### config.mk
export PLATFORM = sky130hd
export DESIGN_NAME = clk_div_bank
export DESIGN_NICKNAME = d
export VERILOG_FILES = /design/src/rtl/clk_div_bank.sv
export SDC_FILE = /design/constraint.sdc
export NUM_CORES = 1
export LEC_CHECK = 0
export ABC_CLOCK_PERIOD_IN_PS = 6400
export CAP_MARGIN = 5
export CORE_MARGIN = 2
export CORE_UTILIZATION = 40
export DETAILED_ROUTE_END_ITERATION = 10
export PLACE_DENSITY_LB_ADDON = 0.2
export SETUP_SLACK_MARGIN = 0.05
export SLEW_MARGIN = 20
export SYNTH_ARGS = -nofsm -noshare
export SYNTH_HDL_FRONTEND = slang
export SYNTH_SLANG_ARGS = --single-unit
### constraint.sdc
create_clock -name sys_clk -period 6.4 [get_ports sys_clk]
set_input_delay 1.28 -clock sys_clk [delete_from_list [all_inputs] [get_ports sys_clk]]
set_output_delay 1.28 -clock sys_clk [all_outputs]
set_load 0.1 [all_outputs]
### src/rtl/clk_div_bank.sv
// Multi-channel tick / divided square-wave generator on the system clock.
// Each channel runs a wrap counter with a divisor that only changes at a period boundary.

module clk_div_lane #(
  parameter int               DIV_W   = 16,
  parameter logic [DIV_W-1:0] DIV_RST = DIV_W'(100)
) (
  input  logic             sys_clk,
  input  logic             sys_rst_n,
  input  logic             run,
  input  logic             sync,
  input  logic             wr,
  input  logic [DIV_W-1:0] wdata,
  output logic             tick,
  output logic             clk_div
);
  logic [DIV_W-1:0] cnt, div_act, div_pend;
  logic [DIV_W-1:0] cnt_nxt, act_nxt;
  logic             tick_nxt, clk_nxt;

  // act_nxt always samples the pre-write div_pend, so a write landing on a
  // wrap or sync edge only affects the following boundary.
  always_comb begin
    cnt_nxt  = cnt;
    act_nxt  = div_act;
    tick_nxt = 1'b0;
    if (!run || sync) begin
      cnt_nxt = '0;
      act_nxt = div_pend;
    end else if (cnt == div_act - 1'b1) begin
      cnt_nxt  = '0;
      act_nxt  = div_pend;
      tick_nxt = 1'b1;
    end else begin
      cnt_nxt = cnt + 1'b1;
    end
    clk_nxt = run && (cnt_nxt >= (act_nxt >> 1));
  end

  always_ff @(posedge sys_clk or negedge sys_rst_n) begin
    if (!sys_rst_n) begin
      cnt      <= '0;
      div_act  <= DIV_RST;
      div_pend <= DIV_RST;
      tick     <= 1'b0;
      clk_div  <= 1'b0;
    end else begin
      cnt     <= cnt_nxt;
      div_act <= act_nxt;
      tick    <= tick_nxt;
      clk_div <= clk_nxt;
      if (wr) div_pend <= wdata;
    end
  end
endmodule

module clk_div_bank #(
  parameter int NCH         = 4,
  parameter int DIV_W       = 16,
  parameter int DIV_INIT    = 100,
  parameter int LOCK_CYCLES = 1024,
  localparam int CH_W       = (NCH > 1) ? $clog2(NCH) : 1
) (
  input  logic             sys_clk,
  input  logic             sys_rst_n,
  input  logic [NCH-1:0]   ch_en,
  input  logic             cfg_wr,
  input  logic [CH_W-1:0]  cfg_ch,
  input  logic [DIV_W-1:0] cfg_div,
  output logic             cfg_ack,
  input  logic             sync_req,
  output logic             ready,
  output logic [NCH-1:0]   tick,
  output logic [NCH-1:0]   clk_div
);
  localparam int               DIV_RST_I = (DIV_INIT < 2) ? 2 : DIV_INIT;
  localparam logic [DIV_W-1:0] DIV_RST   = DIV_W'(DIV_RST_I);
  localparam int               LK_W      = $clog2(LOCK_CYCLES + 1);
  localparam logic [CH_W:0]    NCH_L     = (CH_W + 1)'(NCH);

  logic [LK_W-1:0]  lock_cnt;
  logic             wr_ok;
  logic [DIV_W-1:0] wdata;

  assign wr_ok = cfg_wr && ({1'b0, cfg_ch} < NCH_L);
  assign wdata = (cfg_div < DIV_W'(2)) ? DIV_W'(2) : cfg_div;

  // Settle counter freezes once ready is set; only reset re-arms it.
  always_ff @(posedge sys_clk or negedge sys_rst_n) begin
    if (!sys_rst_n) begin
      lock_cnt <= '0;
      ready    <= 1'b0;
      cfg_ack  <= 1'b0;
    end else begin
      cfg_ack <= wr_ok;
      if (!ready) begin
        lock_cnt <= lock_cnt + 1'b1;
        ready    <= (lock_cnt == LK_W'(LOCK_CYCLES - 1));
      end
    end
  end

  for (genvar g = 0; g < NCH; g++) begin : g_lane
    clk_div_lane #(.DIV_W(DIV_W), .DIV_RST(DIV_RST)) u_lane (
      .sys_clk  (sys_clk),
      .sys_rst_n(sys_rst_n),
      .run      (ready && ch_en[g]),
      .sync     (sync_req),
      .wr       (wr_ok && (cfg_ch == CH_W'(g))),
      .wdata    (wdata),
      .tick     (tick[g]),
      .clk_div  (clk_div[g])
    );
  end
endmodule
==> metrics <==
outcome=finished, final reports clean; Die Width=roughly 180 µm; Final TNS setup=0 ps; final worst path period share=0.830; routed length on met3=between 700 and 800 µm; max-slew violations=0; CTS sink cnt=roughly 210; postcts setup bufs=0; Hold-fix buffers, CTS=0; syn nets=1261; sequential share of power=0.442; # diodes=0; initial antenna violation count=0; slowest CP cell=or4_1; post-synthesis compound-gate area fraction=0.0720; number of synthesized flops with an enable pin=0; Die Area=32700 µm²; Mean Syn Cell Area=10.7 µm²; worst min path class=flip-flop to flip-flop; initial core utilization=0.407; Critical Path AT=around 5700 ps; Mapped Cells=1166; Bufs and invs on worst path=1; WS Path Type=flip-flop to flip-flop; drt total wl=28000 µm; Ys Warns=0; detailed router's first-iteration violation count=around 440; unrepaired setup endpoints after global routing=no; DRT antenna net count=0; prevailing post-synth register cell=dfrtp_1; Detail Placement HPWL=roughly 21000 µm; via count=8530; # H-tree levels=1; Finish-stage setup viols=0; CP Max Fanout=7; Post-Syn Area=12500 µm²; Synth Area in XOR/XNOR=0.0996; clock latency on the worst-skew pair=about 530 ps; vias in the first global route=roughly 8400; Max Clock Freq=188 MHz; WL met2=12600 µm; clock root buffer master=clkbuf_16; clock share of power=0.402; CP delay by family, top=compound AO/OA/AOI/OAI gates; layout overhead on the synthesized area=12.9%; first-pass GRT wire length=46200 µm; CTS resizes=0; Critical Path Sink Type=flip-flop; Peak VDD IR=190 µV; Clock Path Buffers=3; Vias/cell=between 5 and 6; Sw Ratio=0.277; drt drc=0; routability cong.=0.814; hold depth=1; main combinational cell family by area after synthesis=simple AND/OR/NAND/NOR gates; Fillers=2861; WHS=468 ps; Worst path depth=17; crit path launch type=flip-flop; IO Port Bufs=35; share of cells above drive strength 1=0.168; R2R cell count=17; CTS tree=built; Layout Skew=13.0 ps; Pint=roughly 2800 µW; final hold violations=0; Slew @ Worst Pin=a little under 1000 ps; WL/cell=around 17 µm; drt first pass iters=5; I/O pin cnt=36; async set or reset register ratio after synthesis=1.00; pwr dens=275 nW/µm²; R2R setup slack=~1100 ps; post-synthesis mux area share=0.145; Worst Hold Path EP=lock_cnt[10]$_DFFE_PN0N_; area share of fa/ha/maj cells after synthesis=0.0691; standard-cell rows=64; worst path cell trace=inv_1 -> ha_1 -> or4b_1 -> or3_1 -> o21ai_0 -> o21ai_0 -> or4_1 -> o31ai_4 -> mux2_2 -> ha_1 -> nand2b_1 -> a21o_1 -> a21o_1 -> a2111oi_0 -> o211ai_1 -> a2111oi_0 -> o32ai_1; Comb power frac=0.156; Num CTS Buffers=25; flops & latches, synth=213; Congestion Overflow GR=0; fin crit period=about 5300 ps; Seq/Total Area, Yosys=0.429; Leak=0.00616 µW; Tot GR Track Use=0.174; core box area=30700 µm²; Final #Nets=1285; CP required=6790 ps; largest net degree at the start of global routing=96; max-cap violation count=0; min-delay src=lock_cnt[10]$_DFFE_PN0N_; Die Y=181 µm; Netlist cell types=65; CTS clk-pin slew, worst paths=60 ps; met1 wire length=14100 µm; net switching power=1070 µW; uppermost routed layer=met4; worst rel slew slack=0.335; end of the worst register-to-register path=g_lane[2].u_lane.clk_div$_DFF_PN0_; Synth Area in Simple Gates=0.152; Reg2Reg Launch Point=g_lane[2].u_lane.div_act[0]$_DFFE_PN0P_; max incr delay on CP=600 ps; post-layout util=0.460
## how the worst max path moves through the flow
stage / from / endpoint / slack (ps)
after floorplan: g_lane[2].u_lane.div_act[0]$_DFFE_PN0P_ / g_lane[2].u_lane.clk_div$_DFF_PN0_ / 1450
after global placement: g_lane[2].u_lane.div_act[0]$_DFFE_PN0P_ / g_lane[2].u_lane.clk_div$_DFF_PN0_ / 1120
after detailed placement: g_lane[2].u_lane.div_act[0]$_DFFE_PN0P_ / g_lane[2].u_lane.clk_div$_DFF_PN0_ / 1080
after CTS: g_lane[2].u_lane.div_act[0]$_DFFE_PN0P_ / g_lane[2].u_lane.clk_div$_DFF_PN0_ / 1050
after global routing: g_lane[2].u_lane.div_act[0]$_DFFE_PN0P_ / g_lane[2].u_lane.clk_div$_DFF_PN0_ / 700
final: g_lane[2].u_lane.div_act[0]$_DFFE_PN0P_ / g_lane[2].u_lane.clk_div$_DFF_PN0_ / 1090
## through the flow
step | cell area, µm² | power [µW] | setup WS, ps | cells
floorplan | 12500 | 2130 | 1450 | 1166
global placement | 13200 | 2330 | 1120 | 1559
detailed placement | 13200 | 2340 | 1080 | 1559
CTS | 14100 | 3930 | 1050 | 1605
global route | 14100 | 4090 | 699 | 1605
finish | 14100 | 3880 | 1090 | 1605
## logic make-up (layout without fill, tap and decap cells)
logic type,count (synthesis),in the layout
mux,167,167
simple gates,358,358
compound gates,128,128
fa+ha+maj,69,69
flops,213,213
buf+inv,89,132
xor+xnor,142,142
## layout make-up
class / count / area [µm²] / share of cell area
inverters: 41 / 154 / 0.0109
repair buffers: 45 / 430 / 0.0305
flip-flops and latches: 213 / 5360 / 0.380
multi-input cells: 864 / 6750 / 0.479
clock inverters: 15 / 224 / 0.0159
clock buffers: 31 / 688 / 0.0488
well taps: 396 / 495 / 0.0351
## power by group through the flow
| stage | combinational [µW] | sequential, µW | clock (µW) |
|---|---|---|---|
| 6_report | 606 | 1710 | 1560 |
| 5_1_grt | 689 | 1740 | 1660 |
| 4_1_cts | 615 | 1710 | 1610 |
| 3_5_place_dp | 610 | 1730 | 0 |
| 3_3_place_gp | 600 | 1730 | 0 |
| 2_1_floorplan | 482 | 1650 | 0 |
## state kept, by name, indices dropped and copies added, names as in the netlist
| signal | cells |
|---|---|
| g_lane.u_lane.tick | 4 |
| g_lane.u_lane.cnt | 64 |
| cfg_ack | 1 |
| ready | 1 |
| g_lane.u_lane.div_act | 64 |
| lock_cnt | 11 |
| g_lane.u_lane.clk_div | 4 |
| g_lane.u_lane.div_pend | 64 |
## Yosys cell counts, types with 3 or more instances
cell	instances	share of area
dfrtp_1	189	0.38
mux2_2	111	0.10
xnor2_1	89	0.062
nor2_1	84	0.025
ha_1	69	0.069
mux2i_1	56	0.045
nand2_1	55	0.017
xor2_1	53	0.037
inv_1	41	0.012
nand3_1	39	0.016
o21ai_0	31	0.012
nor3_1	25	0.010
dfstp_2	24	0.050
clkbuf_1	23	0.0069
and3_1	22	0.011
and2_1	20	0.010
nor4_1	20	0.010
a21oi_1	19	0.0076
a21o_1	14	0.0084
nand4_1	13	0.0065
buf_4	12	0.0072
nand2b_1	12	0.0060
or3_1	11	0.0055
or4_1	11	0.0066
nand3b_1	9	0.0054
nor2b_1	9	0.0045
buf_2	7	0.0028
nor4b_1	7	0.0049
o21a_1	7	0.0042
o31ai_1	7	0.0042
o211ai_1	6	0.0036
a2111oi_0	5	0.0035
a31oi_1	5	0.0025
o2111ai_1	5	0.0035
a211oi_1	4	0.0024
and4_1	4	0.0028
or2_2	4	0.0020
buf_1	3	0.00090
buf_6	3	0.0027
nor3b_1	3	0.0018
## placed cells by master, fill, tap and decap left out, types with 6 or more instances in the layout
cell / synthesis / final
nor3_1: 25 / 25
and3_1: 22 / 22
dfstp_2: 24 / 24
xnor2_1: 89 / 89
o21ai_0: 31 / 31
dfrtp_1: 189 / 189
nand2b_1: 12 / 12
or3_1: 11 / 11
inv_1: 41 / 41
nand3_1: 39 / 39
buf_4: 12 / 10
nor2_1: 84 / 84
a21oi_1: 19 / 18
mux2_2: 111 / 111
nor4b_1: 7 / 7
nor2b_1: 9 / 9
nand4_1: 13 / 13
and2_1: 20 / 20
clkdlybuf4s50_1: 0 / 34
o31ai_1: 7 / 7
nand3b_1: 9 / 9
a21o_1: 14 / 14
nor4_1: 20 / 20
ha_1: 69 / 69
o211ai_1: 6 / 6
clkbuf_16: 0 / 25
nand2_1: 55 / 55
or4_1: 11 / 11
mux2i_1: 56 / 56
o21a_1: 7 / 7
xor2_1: 53 / 53
## per-layer routing
layer	vias to the layer above	GRT usage
met3	38	0.0234
met5	-	0
met2	93	0.269
li1	4219	-
met1	4180	0.257
met4	0	0.0419
Note: power is estimated with default switching activity, not from simulation.
